**src/rtl/axi_stream_remove_header.sv**
```systemverilog
// ---------------------------------------------------------------------------
// axi_stream_remove_header
//
// Strips a commanded number of leading bytes (R = byte_remove_cnt + 1, in the
// range 1..DATA_BYTE_WD) from each AXI-Stream packet and re-packs what is
// left MSB-aligned on the output. Packets holding R bytes or fewer are
// discarded and reported with a single-cycle drop_pkt pulse.
//
// Byte order is MSB-first: data[DATA_WD-1 -: 8] / keep[DATA_BYTE_WD-1] is the
// first byte of a beat.
//
// Ports
//   clk, rst         clock (rising edge), asynchronous active-high reset
//   valid_in/ready_in, data_in, keep_in, last_in
//                    input stream; keep_in is all ones except on the last
//                    beat, where it is contiguous from the MSB
//   valid_out/ready_out, data_out, keep_out, last_out
//                    registered output stream; bytes with keep_out=0 are 0
//   valid_remove/ready_remove, byte_remove_cnt
//                    per-packet remove command, accepted only between packets
//   drop_pkt         one-cycle pulse when a too-short packet is discarded
// ---------------------------------------------------------------------------
module axi_stream_remove_header #(
  parameter int DATA_WD      = 32,
  parameter int DATA_BYTE_WD = DATA_WD / 8,
  parameter int BYTE_CNT_WD  = $clog2(DATA_BYTE_WD)
) (
  input  logic                    clk,
  input  logic                    rst,

  input  logic                    valid_in,
  input  logic [DATA_WD-1:0]      data_in,
  input  logic [DATA_BYTE_WD-1:0] keep_in,
  input  logic                    last_in,
  output logic                    ready_in,

  output logic                    valid_out,
  output logic [DATA_WD-1:0]      data_out,
  output logic [DATA_BYTE_WD-1:0] keep_out,
  output logic                    last_out,
  input  logic                    ready_out,

  input  logic                    valid_remove,
  input  logic [BYTE_CNT_WD-1:0]  byte_remove_cnt,
  output logic                    ready_remove,

  output logic                    drop_pkt
);

  // Byte counts need one extra bit so that a full beat (W bytes) fits.
  localparam int               CNT_W = BYTE_CNT_WD + 1;
  localparam logic [CNT_W-1:0] W_C   = CNT_W'(DATA_BYTE_WD);

  typedef enum logic [1:0] {
    IDLE,
    FIRST,
    STREAM,
    FLUSH
  } state_t;

  state_t                  state;
  state_t                  state_nxt;

  logic [CNT_W-1:0]        r_q;          // bytes removed from this packet
  logic [DATA_WD-1:0]      resid_q;      // previous beat; its low W-R bytes are the residual
  logic [CNT_W-1:0]        flush_len_q;  // bytes left for the FLUSH beat
  logic                    ready_remove_q;

  logic                    out_free;
  logic                    in_fire;
  logic                    cmd_fire;
  logic [CNT_W-1:0]        in_len;

  logic                    load;
  logic [DATA_WD-1:0]      nxt_data;
  logic [DATA_BYTE_WD-1:0] nxt_keep;
  logic                    nxt_last;
  logic                    drop_nxt;

  // Concatenate two beats and return the W bytes starting at byte 'skip'.
  // With lo = 0 this just moves bytes skip.. of hi up to the MSB.
  function automatic logic [DATA_WD-1:0] pack(
    input logic [DATA_WD-1:0] hi,
    input logic [DATA_WD-1:0] lo,
    input logic [CNT_W-1:0]   skip
  );
    logic [2*DATA_WD-1:0] cat;
    cat = {hi, lo} << {skip, 3'b000};
    return cat[2*DATA_WD-1 -: DATA_WD];
  endfunction

  // Keep vector with n contiguous ones starting at the MSB.
  function automatic logic [DATA_BYTE_WD-1:0] keep_of(input logic [CNT_W-1:0] n);
    logic [DATA_BYTE_WD-1:0] k;
    k = '0;
    for (int unsigned i = 0; i < DATA_BYTE_WD; i++) begin
      k[DATA_BYTE_WD-1-i] = (CNT_W'(i) < n);
    end
    return k;
  endfunction

  // Expand a keep vector to a bit mask over the data bus.
  function automatic logic [DATA_WD-1:0] mask_of(input logic [DATA_BYTE_WD-1:0] k);
    logic [DATA_WD-1:0] m;
    m = '0;
    for (int unsigned i = 0; i < DATA_BYTE_WD; i++) begin
      m[8*i +: 8] = {8{k[i]}};
    end
    return m;
  endfunction

  always_comb begin
    in_len = '0;
    for (int unsigned i = 0; i < DATA_BYTE_WD; i++) begin
      in_len = in_len + CNT_W'(keep_in[i]);
    end
  end

  assign out_free     = !valid_out || ready_out;
  assign ready_in     = ((state == FIRST) || (state == STREAM)) && out_free;
  assign ready_remove = ready_remove_q;
  assign in_fire      = valid_in && ready_in;
  assign cmd_fire     = valid_remove && ready_remove_q;

  // -------------------------------------------------------------------------
  // State register
  // -------------------------------------------------------------------------
  always_ff @(posedge clk or posedge rst) begin
    if (rst) begin
      state <= IDLE;
    end else begin
      state <= state_nxt;
    end
  end

  // -------------------------------------------------------------------------
  // Next state and next output beat
  // -------------------------------------------------------------------------
  always_comb begin
    state_nxt = state;
    load      = 1'b0;
    nxt_data  = '0;
    nxt_keep  = '0;
    nxt_last  = 1'b0;
    drop_nxt  = 1'b0;

    case (state)
      IDLE: begin
        if (cmd_fire) begin
          state_nxt = FIRST;
        end
      end

      // Beat 0 only feeds the residual unless the packet ends right here.
      FIRST: begin
        if (in_fire) begin
          if (last_in) begin
            state_nxt = IDLE;
            if (in_len > r_q) begin
              load     = 1'b1;
              nxt_data = pack(data_in, '0, r_q);
              nxt_keep = keep_of(in_len - r_q);
              nxt_last = 1'b1;
            end else begin
              drop_nxt = 1'b1;
            end
          end else begin
            state_nxt = STREAM;
          end
        end
      end

      STREAM: begin
        if (in_fire) begin
          load     = 1'b1;
          nxt_data = pack(resid_q, data_in, r_q);
          nxt_keep = '1;
          if (last_in) begin
            if (in_len <= r_q) begin
              // Residual plus every byte of the last beat fit in one beat.
              nxt_keep  = keep_of(W_C - r_q + in_len);
              nxt_last  = 1'b1;
              state_nxt = IDLE;
            end else begin
              state_nxt = FLUSH;
            end
          end
        end
      end

      FLUSH: begin
        if (out_free) begin
          load      = 1'b1;
          nxt_data  = pack(resid_q, '0, r_q);
          nxt_keep  = keep_of(flush_len_q);
          nxt_last  = 1'b1;
          state_nxt = IDLE;
        end
      end

      default: state_nxt = IDLE;
    endcase

    // Bytes outside keep are always driven as zero.
    nxt_data = nxt_data & mask_of(nxt_keep);
  end

  // -------------------------------------------------------------------------
  // Datapath and output registers
  // -------------------------------------------------------------------------
  always_ff @(posedge clk or posedge rst) begin
    if (rst) begin
      r_q            <= '0;
      resid_q        <= '0;
      flush_len_q    <= '0;
      ready_remove_q <= 1'b0;
      drop_pkt       <= 1'b0;
      valid_out      <= 1'b0;
      data_out       <= '0;
      keep_out       <= '0;
      last_out       <= 1'b0;
    end else begin
      if (cmd_fire) begin
        r_q <= CNT_W'(byte_remove_cnt) + CNT_W'(1);
      end

      if (in_fire) begin
        resid_q <= data_in;
        if (last_in) begin
          flush_len_q <= in_len - r_q;
        end
      end

      // Registered so that the command port is closed during reset and
      // reopens in the first cycle spent in IDLE.
      ready_remove_q <= (state_nxt == IDLE);
      drop_pkt       <= drop_nxt;

      if (load) begin
        valid_out <= 1'b1;
        data_out  <= nxt_data;
        keep_out  <= nxt_keep;
        last_out  <= nxt_last;
      end else if (ready_out) begin
        valid_out <= 1'b0;
      end
    end
  end

endmodule

```
**config.mk**
```make
export PLATFORM = sky130hd
export DESIGN_NAME = axi_stream_remove_header
export DESIGN_NICKNAME = d
export VERILOG_FILES = /design/src/rtl/axi_stream_remove_header.sv
export SDC_FILE = /design/constraint.sdc
export NUM_CORES = 1
export LEC_CHECK = 0
export CAP_MARGIN = 5
export CORE_AREA = 2 2 101 103
export CTS_CLUSTER_DIAMETER = 80
export DETAILED_ROUTE_END_ITERATION = 8
export DIE_AREA = 0 0 103 105
export PLACE_DENSITY_LB_ADDON = 0.25
export SETUP_SLACK_MARGIN = 0.2
export SYNTH_ARGS = -nofsm -noshare
export SYNTH_HDL_FRONTEND = slang
export SYNTH_SLANG_ARGS = --single-unit
```
**constraint.sdc**
```tcl
create_clock -name clk -period 3.6 [get_ports clk]
set_input_delay 0.36 -clock clk [delete_from_list [all_inputs] [get_ports clk]]
set_output_delay 0.36 -clock clk [all_outputs]
set_load 0.02 [all_outputs]
```
==> metrics.yaml <==
path_class: "input port to register"
synth-seq-area-share_pct: 39.1
reg2reg_setup_slack_ps: 1000
port_buffers: 84
setup_tns_ps: 0
die_y_microns: 105
finalNonFillerCells: 774
min_path_type: "input port to async pin"
ys_async_sr_fraction_pct: 100
routabilityCongestion: 0.931
die_area_sq_mm: 0.0108
stdcell_area_sq_mm: 0.00664
ctsHoldBuffers: 0
area_growth_pct: 29.6
route.detailed.drc: 0
grt_max_degree: 62
reg2reg_to: "data_out[16]$_DFFE_PP0P_"
rsz0062_at_grt: "true"
cap_violations: 0
wl_per_cell_microns: 20.2
fin_ws_ps: 268
initial_core_util_pct: 53.2
num_rows: 36
placed_area_sq_mm: 0.00631
max_slew_margin_pct: 44.0
grt.busiest_layer: "met2"
ys_ff_latch: 80
dr.pass1.iters: 7
numCtsBuffers: 9
core-area_sq_mm: 0.00964
htree_levels: 3
synth_top_family_by_area: "compound AO/OA/AOI/OAI gates"
cts.path.max_buffers: 2
yosys.area_share.simple_pct: 14.7
synth-compound-area-share_pct: 23.9
first_global_vias: 4825
fin_util_pct: 68.9
p_leak_nw: 2.88
p_per_area_mw_per_mm2: 710
syn_inst: 536
min_period_ps: 3330
setup_violations: 0
ios: 85
use_met3_pct: 6.22
n_fill_cell: 786
cp_data_required_time_ps: 3870
antenna_found_initial: 0
antenna_cells: 0
ant_nets: 0
vias: 4813
synth.net_count: 595
viasPerCell: 6.22
cts.sinks: 80
pre_cts_slack_ps: -301
fin_skew_ps: 11.0
cts_root_buf: "clkbuf_8"
synth_fa_ha_area_share_pct: 4.10
dpl.cell_count: 754
use_met2_pct: 45.1
drt_iter0_markers: 370
endpoint_kind: "register"
grt_pass1_wl_mm: 24.7
synthFlopType: "dfrtp_1"
worstMarginPinSlew_ps: 839
synth_edf_count: 0
run_status: "complete, no violations"
ir_drop_mv: 0.414
dp_hpwl_mm: 10.5
arrival_ps: 3610
wl_mm: 15.6
synth_area_per_cell_sq_um: 9.56
crit_fanout: 5
grt_overflow: 0
ys_types: 64
die_w_microns: 103
cts_tree: "yes"
use_met1_pct: 42.1
cp-start-kind: "input port"
fin_crit_sh_pct: 92.6
nets: 695
fmax_mhz: 300
synth_xor_area_share_pct: 0.342
hold_viol: 0
maxSlewViolCount: 0
clk_pin_slew_worst_paths_ps: 90
rr_worst_depth: 9
post_route_cells_drive_above_1_share_pct: 22.0
synthMuxAreaShare_pct: 13.1
syn_area_sq_mm: 0.00512
r2r_start: "r_q[2]$_DFFE_PP0P_"
clk_latency_ps: 370
yosysWarnings: 0
track_usage_pct: 29.6
[where the power goes]
group	switching, W	internal [W]
Combinational	0.00155	0.00116
Sequential	0.000216	0.00115
Clock	0.000371	0.000277
Total	0.00214	0.00258
[flip-flops by register name, summed over array words and instances, names as in the netlist, 2 cells and up]
| signal | flops |
|---|---|
| r_q | 3 |
| state | 2 |
| flush_len_q | 3 |
| keep_out | 4 |
| resid_q | 32 |
| data_out | 32 |
[cells in the mapped netlist (all sizes together) (11+ instances only)]
cell type | n | area (sq um)
mux2i | 11 | 110
o21ai | 32 | 171
buf | 23 | 123
a32o | 23 | 230
o31ai | 16 | 120
dfrtp | 80 | 2000
ha | 12 | 150
nand2 | 138 | 518
inv | 16 | 60.1
a21oi | 21 | 113
mux2 | 32 | 360
clkbuf | 15 | 56.3
[critical path, cell delays in order]
cell and delay [ps]:
clkdlybuf4s50_1 450, inv_1 50, fa_1 530, inv_1 40, ha_2 180, ha_4 270
ha_2 160, fa_2 450, xor2_2 200, a41oi_2 220, buf_4 150, o221ai_2 100
buf_4 180, o31ai_1 240
[worst max path at each step]
stage / cells after the start / endpoint / from
after detailed placement: 12 / data_out[22]$_DFFE_PP0P_ / keep_in[0]
after floorplan: 12 / data_out[0]$_DFFE_PP0P_ / keep_in[0]
after global routing: 14 / data_out[19]$_DFFE_PP0P_ / keep_in[0]
after CTS: 14 / data_out[28]$_DFFE_PP0P_ / keep_in[0]
after global placement: 14 / data_out[19]$_DFFE_PP0P_ / keep_in[0]
final: 14 / data_out[16]$_DFFE_PP0P_ / keep_in[0]
[per-stage QoR]
step | hold WS [ps] | total power [W]
finish | 293 | 0.00472
global route | 314 | 0.00503
CTS | 291 | 0.00460
detailed placement | 463 | 0.00392
global placement | 454 | 0.00384
floorplan | 441 | 0.00313
[routing by layer]
metal	wire, microns	share of wire (%)
met5	0	0
met4	391	2.5
met3	1290	8.3
met2	7340	47
met1	6580	42
[cell usage in the layout, fill, tap and decap left out, types with 3 or more instances in the layout]
| master | n |
|---|---|
| a31oi_1 | 3 |
| nor2_1 | 6 |
| o21ai_0 | 29 |
| a211oi_1 | 8 |
| o31ai_1 | 14 |
| clkbuf_8 | 10 |
| buf_6 | 3 |
| ha_1 | 7 |
| a32o_1 | 23 |
| nand2_1 | 138 |
| o211ai_1 | 7 |
| buf_12 | 4 |
| mux4_2 | 9 |
| mux2_2 | 32 |
| buf_4 | 36 |
| nor3_1 | 3 |
| a21oi_1 | 19 |
| mux2i_1 | 11 |
| nor2_2 | 3 |
| ha_2 | 3 |
| inv_1 | 15 |
| a221oi_1 | 8 |
| a21o_1 | 3 |
| a211o_1 | 8 |
| dfrtp_1 | 79 |
| clkdlybuf4s50_1 | 84 |
| a22oi_1 | 8 |
| nand3_1 | 6 |
[cell families after synthesis]
family / count (synthesis)
xor+xnor: 2
fa+ha+maj: 15
flops: 80
simple gates: 174
compound gates: 158
mux: 52
buf+inv: 55
[repair_timing]
action,4_1_cts,5_1_grt
cloned,0,1
pin swaps,4,4
setup buffers,2,1
resized for setup,4,18
setup endpoints to repair,32,37
[cell type report]
| cell class | instances | area [sq um] | area share [%] |
|---|---|---|---|
| multi-input cells | 401 | 2990 | 45.1 |
| flip-flops and latches | 80 | 2000 | 30.2 |
| repair buffers | 127 | 1220 | 18.4 |
| well taps | 133 | 166 | 2.51 |
| clock buffers | 10 | 138 | 2.07 |
| inverters | 17 | 65.1 | 0.980 |
| clock inverters | 6 | 50.0 | 0.754 |
No activity file was read; power rests on OpenSTA's default activity.
